`config.mk`:
```
export PLATFORM = sky130hd
export DESIGN_NAME = pc_fetch_unit
export DESIGN_NICKNAME = d
export VERILOG_FILES = /design/src/rtl/pc_fetch_unit.sv
export SDC_FILE = /design/constraint.sdc
export NUM_CORES = 1
export LEC_CHECK = 0
export BUFFER_PORTS_ARGS = -buffer_cell sky130_fd_sc_hd__buf_2
export CORE_MARGIN = 1.5
export CORE_UTILIZATION = 28
export CTS_BUF_LIST = sky130_fd_sc_hd__clkbuf_8
export CTS_CLUSTER_DIAMETER = 60
export DETAILED_ROUTE_END_ITERATION = 6
export GPL_TIMING_DRIVEN = 1
export SYNTH_ARGS = -nofsm -noshare
export SYNTH_HDL_FRONTEND = slang
export SYNTH_SLANG_ARGS = --single-unit
```
`constraint.sdc`:
```
create_clock -name clk -period 4.9 [get_ports clk]
set_input_delay 0.245 -clock clk [delete_from_list [all_inputs] [get_ports clk]]
set_output_delay 0.245 -clock clk [all_outputs]
set_load 0.1 [all_outputs]
```
`src/rtl/pc_fetch_unit.sv`:
```
// pc_fetch_unit: program counter and fetch-request generator with a direct-mapped BTB.
// Latency: fetch_req_o/pred_* are combinational from registered pc/state/BTB; pc, flush_o, misalign_o update at posedge.
// Backpressure: pc holds until fetch_req_o && fetch_ack_i; stall_i suppresses requests; redirect_i wins over everything but rst.
//
// Ports:
//   clk, rst                    clock, synchronous active-high reset
//   stall_i                     hold pc, no new requests
//   redirect_i/redirect_addr_i  execute-stage redirect and its target
//   fetch_req_o/fetch_pc_o      fetch request and address toward the IF stage
//   fetch_ack_i                 IF stage accepts the current request
//   pred_taken_o/pred_target_o  BTB prediction for fetch_pc_o
//   flush_o                     one-cycle pulse after a redirect
//   misalign_o                  one-cycle pulse: redirect target had nonzero low bits
//   upd_*                       BTB training from resolved control flow
module pc_fetch_unit #(
    parameter int               XLEN        = 32,
    parameter logic [XLEN-1:0]  RESET_VEC   = '0,
    parameter int               INST_BYTES  = 4,
    parameter int               BTB_ENTRIES = 16
) (
    input  logic            clk,
    input  logic            rst,
    input  logic            stall_i,
    input  logic            redirect_i,
    input  logic [XLEN-1:0] redirect_addr_i,
    output logic            fetch_req_o,
    output logic [XLEN-1:0] fetch_pc_o,
    input  logic            fetch_ack_i,
    output logic            pred_taken_o,
    output logic [XLEN-1:0] pred_target_o,
    output logic            flush_o,
    output logic            misalign_o,
    input  logic            upd_valid_i,
    input  logic [XLEN-1:0] upd_pc_i,
    input  logic            upd_taken_i,
    input  logic [XLEN-1:0] upd_target_i
);

    localparam int OFF  = $clog2(INST_BYTES);
    localparam int IDX  = $clog2(BTB_ENTRIES);
    localparam int TAGW = XLEN - OFF - IDX;

    typedef enum logic [1:0] {
        BOOT  = 2'd0,
        RUN   = 2'd1,
        FLUSH = 2'd2
    } state_t;

    state_t            state_q;
    logic [XLEN-1:0]   pc_q;
    logic              misalign_q;

    // BTB storage; only the valid bits are reset.
    logic [BTB_ENTRIES-1:0] btb_valid;
    logic [TAGW-1:0]        btb_tag    [BTB_ENTRIES];
    logic [XLEN-1:0]        btb_target [BTB_ENTRIES];
    logic [1:0]             btb_ctr    [BTB_ENTRIES];

    // ------------------------------------------------------------------
    // Lookup on the registered pc
    // ------------------------------------------------------------------
    logic [IDX-1:0]  lk_idx;
    logic [TAGW-1:0] lk_tag;
    logic            lk_hit;

    assign lk_idx = pc_q[OFF+IDX-1:OFF];
    assign lk_tag = pc_q[XLEN-1:OFF+IDX];
    assign lk_hit = btb_valid[lk_idx] && (btb_tag[lk_idx] == lk_tag);

    assign fetch_req_o   = (state_q == RUN) && !stall_i;
    assign fetch_pc_o    = pc_q;
    assign pred_taken_o  = fetch_req_o && lk_hit && btb_ctr[lk_idx][1];
    assign pred_target_o = (fetch_req_o && lk_hit) ? btb_target[lk_idx] : '0;
    assign flush_o       = (state_q == FLUSH);
    assign misalign_o    = misalign_q;

    // ------------------------------------------------------------------
    // Next-pc selection
    // ------------------------------------------------------------------
    logic            transfer;
    logic [XLEN-1:0] redir_pc;
    logic [XLEN-1:0] pred_pc;
    logic [XLEN-1:0] seq_pc;
    logic            redir_misaligned;

    assign transfer         = fetch_req_o && fetch_ack_i;
    assign redir_pc         = {redirect_addr_i[XLEN-1:OFF], {OFF{1'b0}}};
    assign pred_pc          = {pred_target_o[XLEN-1:OFF], {OFF{1'b0}}};
    // Natural XLEN-bit wrap past the top of the address space.
    assign seq_pc           = pc_q + XLEN'(INST_BYTES);
    assign redir_misaligned = |redirect_addr_i[OFF-1:0];

    always_ff @(posedge clk) begin
        if (rst) begin
            state_q    <= BOOT;
            pc_q       <= RESET_VEC;
            misalign_q <= 1'b0;
        end else if (redirect_i) begin
            // Any same-cycle transfer is dropped; the redirected pc is reissued after FLUSH.
            state_q    <= FLUSH;
            pc_q       <= redir_pc;
            misalign_q <= redir_misaligned;
        end else begin
            misalign_q <= 1'b0;
            if (transfer) begin
                pc_q <= pred_taken_o ? pred_pc : seq_pc;
            end
            case (state_q)
                BOOT:    state_q <= RUN;
                RUN:     state_q <= RUN;
                FLUSH:   state_q <= RUN;
                default: state_q <= BOOT;
            endcase
        end
    end

    // ------------------------------------------------------------------
    // BTB training. Lookup above reads the pre-update contents because
    // the arrays only change at the clock edge.
    // ------------------------------------------------------------------
    logic [IDX-1:0]  up_idx;
    logic [TAGW-1:0] up_tag;
    logic            up_hit;

    assign up_idx = upd_pc_i[OFF+IDX-1:OFF];
    assign up_tag = upd_pc_i[XLEN-1:OFF+IDX];
    assign up_hit = btb_valid[up_idx] && (btb_tag[up_idx] == up_tag);

    // Instruction-aligned low bits of the update pc carry no BTB information.
    logic unused_upd_low;
    assign unused_upd_low = ^upd_pc_i[OFF-1:0];

    always_ff @(posedge clk) begin
        if (rst) begin
            btb_valid <= '0;
        end else if (upd_valid_i) begin
            if (up_hit) begin
                if (upd_taken_i) begin
                    if (btb_ctr[up_idx] != 2'b11) begin
                        btb_ctr[up_idx] <= btb_ctr[up_idx] + 2'd1;
                    end
                    btb_target[up_idx] <= upd_target_i;
                end else if (btb_ctr[up_idx] != 2'b00) begin
                    btb_ctr[up_idx] <= btb_ctr[up_idx] - 2'd1;
                end
            end else if (upd_taken_i) begin
                // Allocation evicts whatever aliased into this index.
                btb_valid[up_idx]  <= 1'b1;
                btb_tag[up_idx]    <= up_tag;
                btb_target[up_idx] <= upd_target_i;
                btb_ctr[up_idx]    <= 2'b10;
            end
        end
    end

endmodule

```
* Word level (Yosys, flattened, before mapping) *
Memory sizes are Yosys's and may differ from the RTL's. A register that Yosys moved wholly into a read port is not among the register bits.
Index checks and enable logic that the tools add are counted.

storage, ports and cells
  flip-flop bits (word level) = 51
  RAM bits = 960
  output and inout port bits = 68
  word-level logic and storage cells = 84
  memories kept = 3

memory list
  memory      words  width  rd ports  clocked after memory_dff  write ports  RTL line  RTL
  btb_target  16     32     1         1                         1            56        logic [XLEN-1:0] btb_target [BTB_ENTRIES];
  btb_tag     16     26     2         1                         1            55        logic [TAGW-1:0] btb_tag [BTB_ENTRIES];
  btb_ctr     16     2      2         1                         1            57        logic [1:0] btb_ctr [BTB_ENTRIES];

operators by class
  $add $sub $neg = 3
  $lt $le $gt $ge = 3
  equal/unequal tests = 5
  mux-type cells = 42
  bitwise gates (word level) = 6
  reductions and logical operators = 16

operator list
  cell                                                                   number
  32-bit two-way mux                                                     5
  26-bit equality test                                                   2
  32-bit by 3-bit adder with 32-bit output, second input constant        1
  1-bit two-way mux                                                      25
  4-bit two-way mux                                                      6
  16-bit OR                                                              1
  4-bit by 5-bit < comparator with 1-bit output, second input constant   2
  1-bit binary-select mux with 4-bit select                              2
  1-bit logical AND                                                      7
  2-bit two-way mux                                                      3
  2-bit OR reduction                                                     3
  1-bit demux with 4-bit select                                          1
  4-bit by 1-bit >= comparator with 1-bit output, second input constant  1
  2-bit nonzero test                                                     2
  1-bit OR                                                               3
  3-bit AND reduction                                                    1
  3-bit OR reduction                                                     1
  2-bit by 1-bit adder with 2-bit output, second input constant          1
  2-bit by 1-bit equality test with 1-bit output, second input constant  1
  2-bit equality test, second input constant                             1
  2-bit logical NOT                                                      1
  2-bit inequality test, second input constant                           1
  1-bit inverter                                                         2
  2-bit by 1-bit subtractor with 2-bit output, second input constant     1
  1-bit logical NOT                                                      1

* Longest topological paths before layout *
  word-level depth = 10
  gate-level depth with buffers = 16
  mapped depth without buffers = 10

* Worst setup path before layout *
Ideal clock, no wire load.

  kind = register -> output
  start = reg state_q[0]
  end = out pred_target_o[10]
  data arrival time = 5248 ps
  required time = 4655 ps
  slack = -593 ps
  stages on the path, launching flop included = 8
  buffers on the path = 1
  path through = dfxtp_1 -> nor3b_1 -> and3_1 -> o2111ai_1 -> nor4_4 -> nand4_2 -> clkbuf_1 -> nor2b_1

on the way
  word-level cells in the longest chain between the ends = 4

RTL lines
  element                                         RTL line  RTL
  start: declaration                              49        state_t state_q;
  start signal: assignment                        95        state_q <= BOOT;
  start signal: assignment                        100       state_q <= FLUSH;
  start signal: assignment                        109       BOOT: state_q <= RUN;
  2-bit by 1-bit equality test with 1-bit output  70        assign fetch_req_o = (state_q == RUN) && !stall_i;
  1-bit logical AND                               70
  named net fetch_req_o                           26        output logic fetch_req_o,
  1-bit logical AND                               73        assign pred_target_o = (fetch_req_o && lk_hit) ? btb_target[lk_idx] : '0;
  32-bit two-way mux                              73
  end: declaration                                30        output logic [XLEN-1:0] pred_target_o,

The timed path passes the listed nets, and every way through them passes these cells.

==> key figures <==
Power and ir drop
  • Leak pwr: 17.03 nW
  • Clock share of power: 37.3%
  • Switch share: 24.80%
  • Worst vdd ir: 0.2000 mV
  • PD cells: 336.7 nW/um^2
  • Logic pwr share: 9.6%
  • Sw Pwr: 0.004503 W
  • Design Power: 0.01816 W
  • Flop pwr share: 53.1%
  • Internal: 0.01366 W

Synth
  • Cell variety after synth: 77
  • Syn_area_per_cell: 19.34 um^2
  • Area contributors post-synth: edfxtp_1 65%, mux4_2 20%, dfxtp_1 2.5%
  • Cell Area, Synth: 44,580 um^2
  • Top-count cell post-synth: edfxtp_1
  • Yosys top cell by area: edfxtp_1
  • Number of flops mapped to enable cells by yosys: 960
  • Sequential area share after synthesis: 67.14%
  • FFs w/ async S/R, synth: 0%
  • Synth top cells by count: 960 x edfxtp_1, 391 x mux4_2, 86 x nor2_1
  • Main synth FF type: edfxtp_1
  • Yosys reg bits: 1,015
  • Synth top area share: 64.67%
  • Synth warn: 0
  • Post-Syn Instances: 2,305
  • Net Count, Synth: 2,409

Placed design
  • HPWL Detailed: 89.40 mm
  • Placer congestion estimate: 0.9265
  • Dpl cells: 4,533
  • Port bufs: 168

Worst setup path
  • Crit path required time: 4.66 ns
  • CP startpoint kind: flip-flop
  • Nature of the critical path endpoint: output pin
  • R2R Setup Slk: 0.37 ns
  • CP arrival: 4.57 ns
  • CP Max Fanout: 22
  • Kind of critical path: flip-flop to output pin
  • Reg-to-Reg End: fetch_pc_o[11]
  • Worst reg2reg path depth: 13

GRT
  • First-pass GRT wire length: 194.2 mm
  • Vias in the first global route: 26.00k
  • GRT Util Overall: 16.85%
  • Total gr overflow: 0
  • Largest net degree at the start of global routing: 108
  • Initial antenna violation count: 20

STA
  • Final Cycle Share: 98.34%
  • RSZ-0062 raised after global routing: yes
  • Post-layout minimum cycle time: 4.819 ns
  • Worst slew pin tran: 0.9293 ns
  • Max-slew violations: 0
  • Clk_skew: 0.04811 ns
  • Setup violations, final: 0
  • Slew margin rel.: 37.92%
  • Final hold violations: 0
  • Maximum clock rate: 207.5 MHz
  • Final TNS setup: 0 ns

Floorplanning
  • Die height: 402 um
  • Die footprint: 161,600 um^2
  • Chip Width: 402 um
  • Core area: 158,200 um^2
  • Number of core rows: 146
  • Initial core utilization: 28.18%
  • Number of I/O pins: 171

Cells and area
  • Final Util: 34.09%
  • Layout area overhead: 20.99%
  • Layout Cells excl Fill: 4,936
  • # nets final: 2,845
  • Fill cells: 14.99k
  • Layout cells sized above 1: 35.57%

Min path
  • Min-Delay Path Class: input port to flip-flop
  • Hold Path End: fetch_pc_o[13]
  • Hold path start: redirect_addr_i[13]
  • Worst Hold Depth: 4

Clock network
  • CTS tree: yes
  • CTS Root Cell: clkbuf_8
  • CTS max path bufs: 3
  • H-Tree Depth: 4
  • Clock latency on the worst-skew pair: 0.87 ns
  • Clk sinks: 1,015
  • Cts bufs inserted: 158
  • Clock transition at the registers of the reported paths: 0.07 ns

Routing
  • Antenna-violating nets left: 0
  • Vias per Instance: 5.191
  • Via count: 25.62k
  • Drt drc: 0
  • First-pass DRT Iterations: 5
  • Initial DRC count: 3,092
  • Routed wire length: 137.9 mm
  • DR WL/cell: 27.94 um

Flow run
  • Max cap viols: 0

Run status
  • Status: finished clean
==> critical path, stage by stage, from the launching register on <==
cell and delay [ns]:
dfxtp_4 0.52, buf_12 0.16, buf_12 0.11, mux4_2 0.49, mux4_2 0.54, xnor2_1 0.28
o211ai_1 0.23, nor4_4 0.34, nand4_4 0.46, inv_4 0.35, buf_12 0.21
==> final cells by class <==
| class | instances | area (um^2) | share of cell area, % |
|---|---|---|---|
| Antenna cell | 5 | 12.51 | 0.02320 |
| Clock buffer | 167 | 2298 | 4.262 |
| Clock inverter | 111 | 613.1 | 1.137 |
| Inverter | 33 | 132.6 | 0.2459 |
| Multi-Input combinational cell | 1100 | 13960 | 25.88 |
| Sequential cell | 1015 | 29940 | 55.52 |
| Tap cell | 2072 | 2592 | 4.807 |
| Timing Repair Buffer | 433 | 4385 | 8.131 |
==> cell usage in the layout (no fill, tap or decap), types with 12 or more instances in the layout <==
cell           netlist  layout
dlygate4sd3_1        0     105
and3_1              16      16
nand2b_1            12      12
buf_4               17      97
clkbuf_8             0     168
nor2_4               0      32
inv_1               32      78
o211ai_1            14      14
a21oi_1             28      28
nor2_1              86      54
nand3_1             25      24
xnor2_1             47      47
nor3_1              16      15
o22ai_1             22      22
nor2b_1             43      21
nand2_1             85      85
dfxtp_1             55      51
o21ai_0             44      42
buf_12               4      85
edfxtp_1           960     960
buf_2               36     132
mux4_2             391     391
mux2_2              15      15
or3_1               16      16
a31oi_1             13      13
clkinv_1             0      37
mux2i_1             79      76
nor2b_2              0      21
==> state kept, by name, indices dropped and copies added (netlist names), named ones only <==
register,flops
btb_ctr,32
btb_tag,416
state_q,2
misalign_o,1
fetch_pc_o,32
btb_valid,16
btb_target,512
==> kinds of logic after synthesis <==
logic type | Yosys count | share of synthesized area, %
mux | 489 | 22.08
xor+xnor | 53 | 1.041
compound gates | 214 | 3.388
flops | 1015 | 67.14
simple gates | 343 | 3.991
fa+ha+maj | 1 | 0.02806
buf+inv | 190 | 2.335
==> power groups by stage <==
stage	combinational, W	clock (W)	sequential, W
floorplan	0.000942	0	0.00987
global placement	0.00159	0	0.00983
detailed placement	0.00160	0	0.00983
CTS	0.00172	0.00691	0.00964
global route	0.00182	0.00726	0.00965
finish	0.00174	0.00677	0.00965
==> stage by stage <==
step	setup WS, ns	area (um^2)	hold slack, ns
floorplan	0.4322	44580	0.3439
global placement	0.4040	49610	0.4411
detailed placement	0.4165	49610	0.4490
CTS	0.01269	53810	0.001206
global route	-0.04409	53930	0.1115
finish	0.08114	53930	0.1169
==> how the worst max path moves through the flow <==
stage	from	slack [ns]	to	cells after the start
2_1_floorplan	fetch_pc_o[8]	0.43	pred_target_o[10]	8
3_3_place_gp	flip-flop	0.40	flip-flop	12
3_5_place_dp	upd_pc_i[3]	0.42	btb_ctr[11][1]	12
4_1_cts	flip-flop	0.01	pred_target_o[25]	11
5_1_grt	flip-flop	-0.04	pred_taken_o	10
6_report	flip-flop	0.08	pred_taken_o	10
==> layer usage <==
layer	GRT usage [%]	vias to the layer above	share of wire (%)
li1	-	10537	-
met1	22.48	13506	40
met2	25.34	1367	45
met3	6.764	203	13
met4	4.565	8	2.1
met5	0	-	0.033
==> what timing repair did <==
item                                    CTS  global route
buffers inserted                         12             1
endpoints found under the setup margin   33            32
gates cloned                              1             1
resized for setup                        19            25
pin swaps                                 1             0
hold endpoints to repair                995             0
hold buffers                            105             0
(Power assumes the default switching activity.)
